==> src/rtl/arith_pkg.sv <==
// Shared arithmetic-datapath definitions for the sequential multiplier and divider.
package arith_pkg;

  // Default operand width shared by the multiplier and the divider
  localparam int unsigned WORD_LENGTH_DEF = 16;

  // Widest operand the negate helper supports
  localparam int unsigned NEG_MAX_W = 64;

  typedef enum logic [1:0] {
    IDLE = 2'd0,
    CALC = 2'd1,
    FIX  = 2'd2
  } state_t;

  // Two's-complement negate when neg is set; callers truncate to their width
  function automatic logic [NEG_MAX_W-1:0] cond_neg(input logic [NEG_MAX_W-1:0] v,
                                                    input logic                 neg);
    return neg ? (~v + NEG_MAX_W'(1)) : v;
  endfunction

endpackage

==> src/rtl/div_counter.sv <==
// Loadable down-counter with a zero flag; saturates at zero.
module div_counter #(
  parameter int unsigned WIDTH = 4
) (
  input  logic             clk,
  input  logic             reset,
  input  logic             i_load,
  input  logic [WIDTH-1:0] i_load_val,
  input  logic             i_en,
  output logic             o_zero_c
);

  logic [WIDTH-1:0] r_count;

  // Load has priority over decrement; hold at zero
  always_ff @(posedge clk or posedge reset) begin
    if (reset) begin
      r_count <= '0;
    end else if (i_load) begin
      r_count <= i_load_val;
    end else if (i_en && (r_count != '0)) begin
      r_count <= r_count - WIDTH'(1);
    end
  end

  assign o_zero_c = (r_count == '0);

endmodule

==> src/rtl/booth_divider.sv <==
// Sequential signed divider: restoring shift/subtract on magnitudes, one
// quotient bit per clock, sign fix-up in a final cycle.
module booth_divider
  import arith_pkg::*;
#(
  parameter int unsigned WORD_LENGTH = WORD_LENGTH_DEF
) (
  input  logic                   clk,
  input  logic                   reset,
  input  logic                   start,
  input  logic [WORD_LENGTH-1:0] Dividend,
  input  logic [WORD_LENGTH-1:0] Divisor,
  output logic [WORD_LENGTH-1:0] Quotient,
  output logic [WORD_LENGTH-1:0] Remainder,
  output logic                   ready,
  output logic                   done,
  output logic                   div_by_zero
);

  localparam int unsigned CW = $clog2(WORD_LENGTH);

  state_t r_state;
  state_t w_state_nxt;

  // Control decode
  logic w_accept;
  logic w_cnt_load;
  logic w_cnt_en;
  logic w_fix;
  logic w_ready_nxt;
  logic w_done_nxt;
  logic w_cnt_zero;

  // Operand / working registers
  logic [WORD_LENGTH-1:0] r_rem;
  logic [WORD_LENGTH-1:0] r_dvd;
  logic [WORD_LENGTH-1:0] r_dsr;
  logic [WORD_LENGTH-1:0] r_dvd_raw;
  logic                   r_sign_a;
  logic                   r_sign_b;

  // Output registers
  logic [WORD_LENGTH-1:0] r_quot;
  logic [WORD_LENGTH-1:0] r_rmd;
  logic                   r_ready;
  logic                   r_done;
  logic                   r_dbz;

  // Datapath combinational signals
  logic [WORD_LENGTH-1:0] w_dvd_mag;
  logic [WORD_LENGTH-1:0] w_dsr_mag;
  logic [WORD_LENGTH:0]   w_shift;
  logic [WORD_LENGTH:0]   w_trial;
  logic                   w_qbit;
  logic [WORD_LENGTH-1:0] w_rem_nxt;
  logic                   w_dsr_zero;
  logic [WORD_LENGTH-1:0] w_quot_fix;
  logic [WORD_LENGTH-1:0] w_rmd_fix;

  // Iteration counter: loaded with N-1 on accept, counts down through CALC
  div_counter #(
    .WIDTH (CW)
  ) u_cnt (
    .clk        (clk),
    .reset      (reset),
    .i_load     (w_cnt_load),
    .i_load_val (CW'(WORD_LENGTH - 1)),
    .i_en       (w_cnt_en),
    .o_zero_c   (w_cnt_zero)
  );

  // FSM state register
  always_ff @(posedge clk or posedge reset) begin
    if (reset) begin
      r_state <= IDLE;
    end else begin
      r_state <= w_state_nxt;
    end
  end

  // FSM next-state logic
  always_comb begin
    w_state_nxt = r_state;
    case (r_state)
      IDLE:    if (start) w_state_nxt = CALC;
      CALC:    if (w_cnt_zero) w_state_nxt = FIX;
      FIX:     w_state_nxt = IDLE;
      default: w_state_nxt = IDLE;
    endcase
  end

  // FSM output decode
  always_comb begin
    w_accept    = 1'b0;
    w_cnt_load  = 1'b0;
    w_cnt_en    = 1'b0;
    w_fix       = 1'b0;
    w_done_nxt  = 1'b0;
    w_ready_nxt = (w_state_nxt == IDLE);
    case (r_state)
      IDLE: begin
        w_accept   = start;
        w_cnt_load = start;
      end
      CALC: w_cnt_en = 1'b1;
      FIX: begin
        w_fix      = 1'b1;
        w_done_nxt = 1'b1;
      end
      default: ;
    endcase
  end

  // Operand magnitudes, one restoring step, and the sign fix-up
  always_comb begin
    w_dvd_mag  = WORD_LENGTH'(cond_neg(NEG_MAX_W'(Dividend), Dividend[WORD_LENGTH-1]));
    w_dsr_mag  = WORD_LENGTH'(cond_neg(NEG_MAX_W'(Divisor), Divisor[WORD_LENGTH-1]));
    w_shift    = {r_rem, r_dvd[WORD_LENGTH-1]};
    w_trial    = w_shift - {1'b0, r_dsr};
    w_qbit     = ~w_trial[WORD_LENGTH];
    w_rem_nxt  = w_qbit ? w_trial[WORD_LENGTH-1:0] : w_shift[WORD_LENGTH-1:0];
    w_dsr_zero = (r_dsr == '0);
    w_quot_fix = WORD_LENGTH'(cond_neg(NEG_MAX_W'(r_dvd), r_sign_a ^ r_sign_b));
    w_rmd_fix  = WORD_LENGTH'(cond_neg(NEG_MAX_W'(r_rem), r_sign_a));
  end

  // Working registers: capture on accept, shift/subtract during CALC
  always_ff @(posedge clk or posedge reset) begin
    if (reset) begin
      r_rem     <= '0;
      r_dvd     <= '0;
      r_dsr     <= '0;
      r_dvd_raw <= '0;
      r_sign_a  <= 1'b0;
      r_sign_b  <= 1'b0;
    end else if (w_accept) begin
      r_rem     <= '0;
      r_dvd     <= w_dvd_mag;
      r_dsr     <= w_dsr_mag;
      r_dvd_raw <= Dividend;
      r_sign_a  <= Dividend[WORD_LENGTH-1];
      r_sign_b  <= Divisor[WORD_LENGTH-1];
    end else if (r_state == CALC) begin
      r_rem <= w_rem_nxt;
      r_dvd <= {r_dvd[WORD_LENGTH-2:0], w_qbit};
    end
  end

  // Result registers; a zero divisor forces -1 and passes the dividend through
  always_ff @(posedge clk or posedge reset) begin
    if (reset) begin
      r_quot  <= '0;
      r_rmd   <= '0;
      r_ready <= 1'b1;
      r_done  <= 1'b0;
      r_dbz   <= 1'b0;
    end else begin
      r_ready <= w_ready_nxt;
      r_done  <= w_done_nxt;
      if (w_accept) begin
        r_dbz <= 1'b0;
      end
      if (w_fix) begin
        r_quot <= w_dsr_zero ? '1 : w_quot_fix;
        r_rmd  <= w_dsr_zero ? r_dvd_raw : w_rmd_fix;
        r_dbz  <= w_dsr_zero;
      end
    end
  end

  assign Quotient    = r_quot;
  assign Remainder   = r_rmd;
  assign ready       = r_ready;
  assign done        = r_done;
  assign div_by_zero = r_dbz;

endmodule

==> config.mk <==
export PLATFORM = sky130hd
export DESIGN_NAME = booth_divider
export DESIGN_NICKNAME = d
export VERILOG_FILES = /design/src/rtl/arith_pkg.sv /design/src/rtl/div_counter.sv /design/src/rtl/booth_divider.sv
export SDC_FILE = /design/constraint.sdc
export NUM_CORES = 1
export LEC_CHECK = 0
export ABC_AREA = 0
export CAP_MARGIN = 20
export CELL_PAD_IN_SITES_DETAIL_PLACEMENT = 1
export CELL_PAD_IN_SITES_GLOBAL_PLACEMENT = 2
export CORE_ASPECT_RATIO = 1.1
export CORE_UTILIZATION = 35
export DETAILED_ROUTE_END_ITERATION = 10
export GPL_ROUTABILITY_DRIVEN = 1
export GPL_TIMING_DRIVEN = 0
export PLACE_DENSITY = 0.85
export SYNTH_ARGS = -nofsm -noshare
export SYNTH_HDL_FRONTEND = slang
export SYNTH_HIERARCHICAL = 1
export SYNTH_SLANG_ARGS = --single-unit
export TNS_END_PERCENT = 50
==> constraint.sdc <==
create_clock -name clk -period 4.2 [get_ports clk]
set_input_delay 0.42 -clock clk [delete_from_list [all_inputs] [get_ports clk]]
set_output_delay 0.42 -clock clk [all_outputs]
set_load 0.01 [all_outputs]
==> impl_metrics.yaml <==
sta:
  slew_violations: 0
  hold_viol_final: 0
  min_period_ns: 3.25
  min_period_over_period_pct: 77.3
  tightest_slew_ns: 0.768
  fin_hold_ws_ns: 0.338
  rsz0062_at_grt: "false"
  setup_viol: 0
  fmaxAchievable_mhz: 308
  fin_skew_ns: 0.0142
  fin_tns_setup_ns: 0
  slew_headroom_pct: 47.5
synthesis:
  ys_seq_area_share_pct: 40.5
  ys_ff_latch: 106
  syn_inst: 768
  synth_cell_types: 68
  avgSynthCellArea_um2: 8.54
  synth_top_area_share_pct: 40.1
  synth_area_leaders: "dfrtp_1, nand2_1, o21ai_0, xnor2_1, ha_1"
  yosysTopAreaCell: "dfrtp_1"
  synth_area_mm2: 0.00656
  async_reset_ff_share_pct: 100
  ys.flop_type: "dfrtp_1"
  ys_warn_count: 6
  synth-edff-count: 0
floorplanning:
  start_util_pct: 35.7
  die_w_um: 132
  ios: 70
  rows: 52
  die_h_um: 146
  dieArea_mm2: 0.0193
  core-area_mm2: 0.0183
cts:
  cts-root-buf: "clkbuf_16"
  htree_levels: 3
  cts-resized-gates: 0
  cts.sinks: 106
  path_clk_slew_ns: 0.07
  cts_tree: "yes"
  clk_latency_ns: 0.36
  cts_hold_buf: 0
  numCtsBuffers: 9
  clockBufferDepth: 2
  post_cts_buffers: 0
placement:
  hpwl_um: 16600
  place_congestion: 0.880
  port_buffers: 69
global_route:
  grt_pass1_wl_um: 34300
  grt_start_max_net_pins: 66
  grt.overflow.total: 0
  grt_pass1_vias: 6357
  grt_antenna_before_repair: 0
  grt_usage_pct: 22.7
worst_setup_path:
  cp_max_fo: 10
  r2r_setup_slack_ns: 0.95
  r2r_start: "r_dsr[0]"
  r2r-end: "r_rem[13]"
  reg2reg_depth: 9
  cp.arrival_ns: 3.54
  critPathLaunch: "r_dsr[0]"
  cp-end-kind: "register"
  crit_required_ns: 4.49
  startpoint_type: "register"
  critPathKind: "reg2reg"
pwr:
  powerDensity_mw_per_mm2: 890
  power.static_leakage_nw: 3.34
  total_power_mw: 7.05
  max-vdd-ir-drop_v: 0.000249
status:
  outcome: "completed"
detailed_routing:
  routed_via_density: 5.50
  drc: 0
  num_vias: 6050
  drtPass1Iterations: 5
  wl_um: 21000
  drt.antenna.violating_nets: 0
  drt_first_iter_violations: 298
  wl_per_cell_um: 19.1
worst_hold_path:
  hold_path.class: "in2async"
run:
  drv_cap: 0
finish:
  finalNetCount: 909
  num_antenna_cells: 0
  layout-drive-gt1-share_pct: 3.97
  syn_to_final_growth_pct: 20.8
cells in the mapped netlist, types with 16 or more instances:
cell type  instances
nor2_1            34
dfrtp_1          105
nand2_1          154
xor2_1            25
ha_1              21
a21oi_1           29
o211ai_1          17
o21ai_0           69
clkbuf_1          37
xnor2_1           34
inv_1             32
a31oi_1           16
critical path: stages, from the launching register on:
cell and delay, ns:
dfrtp_1 0.46, ha_1 0.25, fa_1 0.39, nor2b_1 0.30
o31a_1 0.23, o211ai_1 0.21, and4_1 0.27, clkbuf_1 0.21
a2111oi_0 0.65, a311o_1 0.20
per-stage QoR:
step / cell area, um2 / setup slack, ns / utilization, % / cells
3_3_place_gp: 7560 / -0.475 / 41.2 / 1083
2_1_floorplan: 6570 / 1.11 / - / 771
6_report: 7920 / 0.952 / 43.2 / 1100
4_1_cts: 7920 / 1.02 / 43.2 / 1100
3_5_place_dp: 7590 / 1.02 / 41.4 / 1084
5_1_grt: 7920 / 0.810 / 43.2 / 1100
registers in the layout (all words and copies together) (netlist names):
register,count
Quotient,16
Remainder,16
r_dsr,16
r_dvd,16
r_dvd_raw,16
r_rem,16
u_cnt/r_count,4
r_state,2
div_by_zero,1
done,1
r_sign_b,1
ready,1
report_power, final:
group	internal, mW	total (mW)	switching [mW]	leakage [nW]
clock	0.544	0.950	0.405	0.157
combinational	1.71	4.09	2.38	1.88
sequential	1.52	2.01	0.491	1.30
cells by family (layout without fill, tap and decap cells):
| kind of cell | Yosys count | in the layout | share of synthesized area, % |
|---|---|---|---|
| compound gates | 216 | 216 | 21.7 |
| xor+xnor | 59 | 59 | 7.88 |
| fa+ha+maj | 22 | 22 | 4.31 |
| buf+inv | 78 | 164 | 4.54 |
| flops | 106 | 106 | 40.5 |
| mux | 6 | 6 | 0.916 |
| other cells | 1 | 4 | 0.0572 |
| simple gates | 280 | 280 | 20.1 |
worst max-delay path by stage:
stage | end
final | r_rem[13]
after global placement | Remainder[5]
after detailed placement | u_cnt/r_count[3]
after CTS | r_rem[13]
after global routing | r_rem[13]
after floorplan | Quotient[0]
cell type report:
class | instances | area (um2)
buffer | 42 | 163
clock buffer | 11 | 243
clock inverter | 5 | 85.1
fill | 2190 | 10400
inverter | 36 | 138
multi-input combinational | 587 | 3610
sequential | 106 | 2650
tap | 243 | 304
timing repair buffer | 70 | 718
metal layers:
| layer | vias to the layer above | global-route usage, % | share of wire, % |
|---|---|---|---|
| met4 | 0 | 8.16 | 2.5 |
| li1 | 2902 | - | - |
| met3 | 29 | 2.65 | 2.4 |
| met2 | 106 | 38.8 | 50 |
| met5 | - | 0 | 0 |
| met1 | 3013 | 29.7 | 46 |
cells in the final DEF (no fill, tap or decap), types with 5 or more instances in the layout:
| cell type | synthesis | layout |
|---|---|---|
| nor2_1 | 34 | 34 |
| ha_1 | 21 | 21 |
| clkbuf_16 | 0 | 9 |
| inv_1 | 32 | 31 |
| o21ai_0 | 69 | 69 |
| xor2_1 | 25 | 25 |
| mux2i_1 | 6 | 6 |
| nand3_1 | 15 | 15 |
| clkdlybuf4s50_1 | 0 | 69 |
| a21o_1 | 11 | 11 |
| a21oi_1 | 29 | 29 |
| o31ai_1 | 14 | 14 |
| and3_1 | 5 | 5 |
| nand4_1 | 11 | 11 |
| clkbuf_1 | 37 | 38 |
| nor3_1 | 11 | 11 |
| nor4_1 | 7 | 7 |
| dfrtp_1 | 105 | 105 |
| nand2b_1 | 10 | 10 |
| o211ai_1 | 17 | 17 |
| nor2b_1 | 5 | 5 |
| nand2_1 | 154 | 154 |
| a31oi_1 | 16 | 16 |
| xnor2_1 | 34 | 34 |
| o22a_1 | 15 | 15 |
Note: power is estimated with default switching activity, not from simulation.
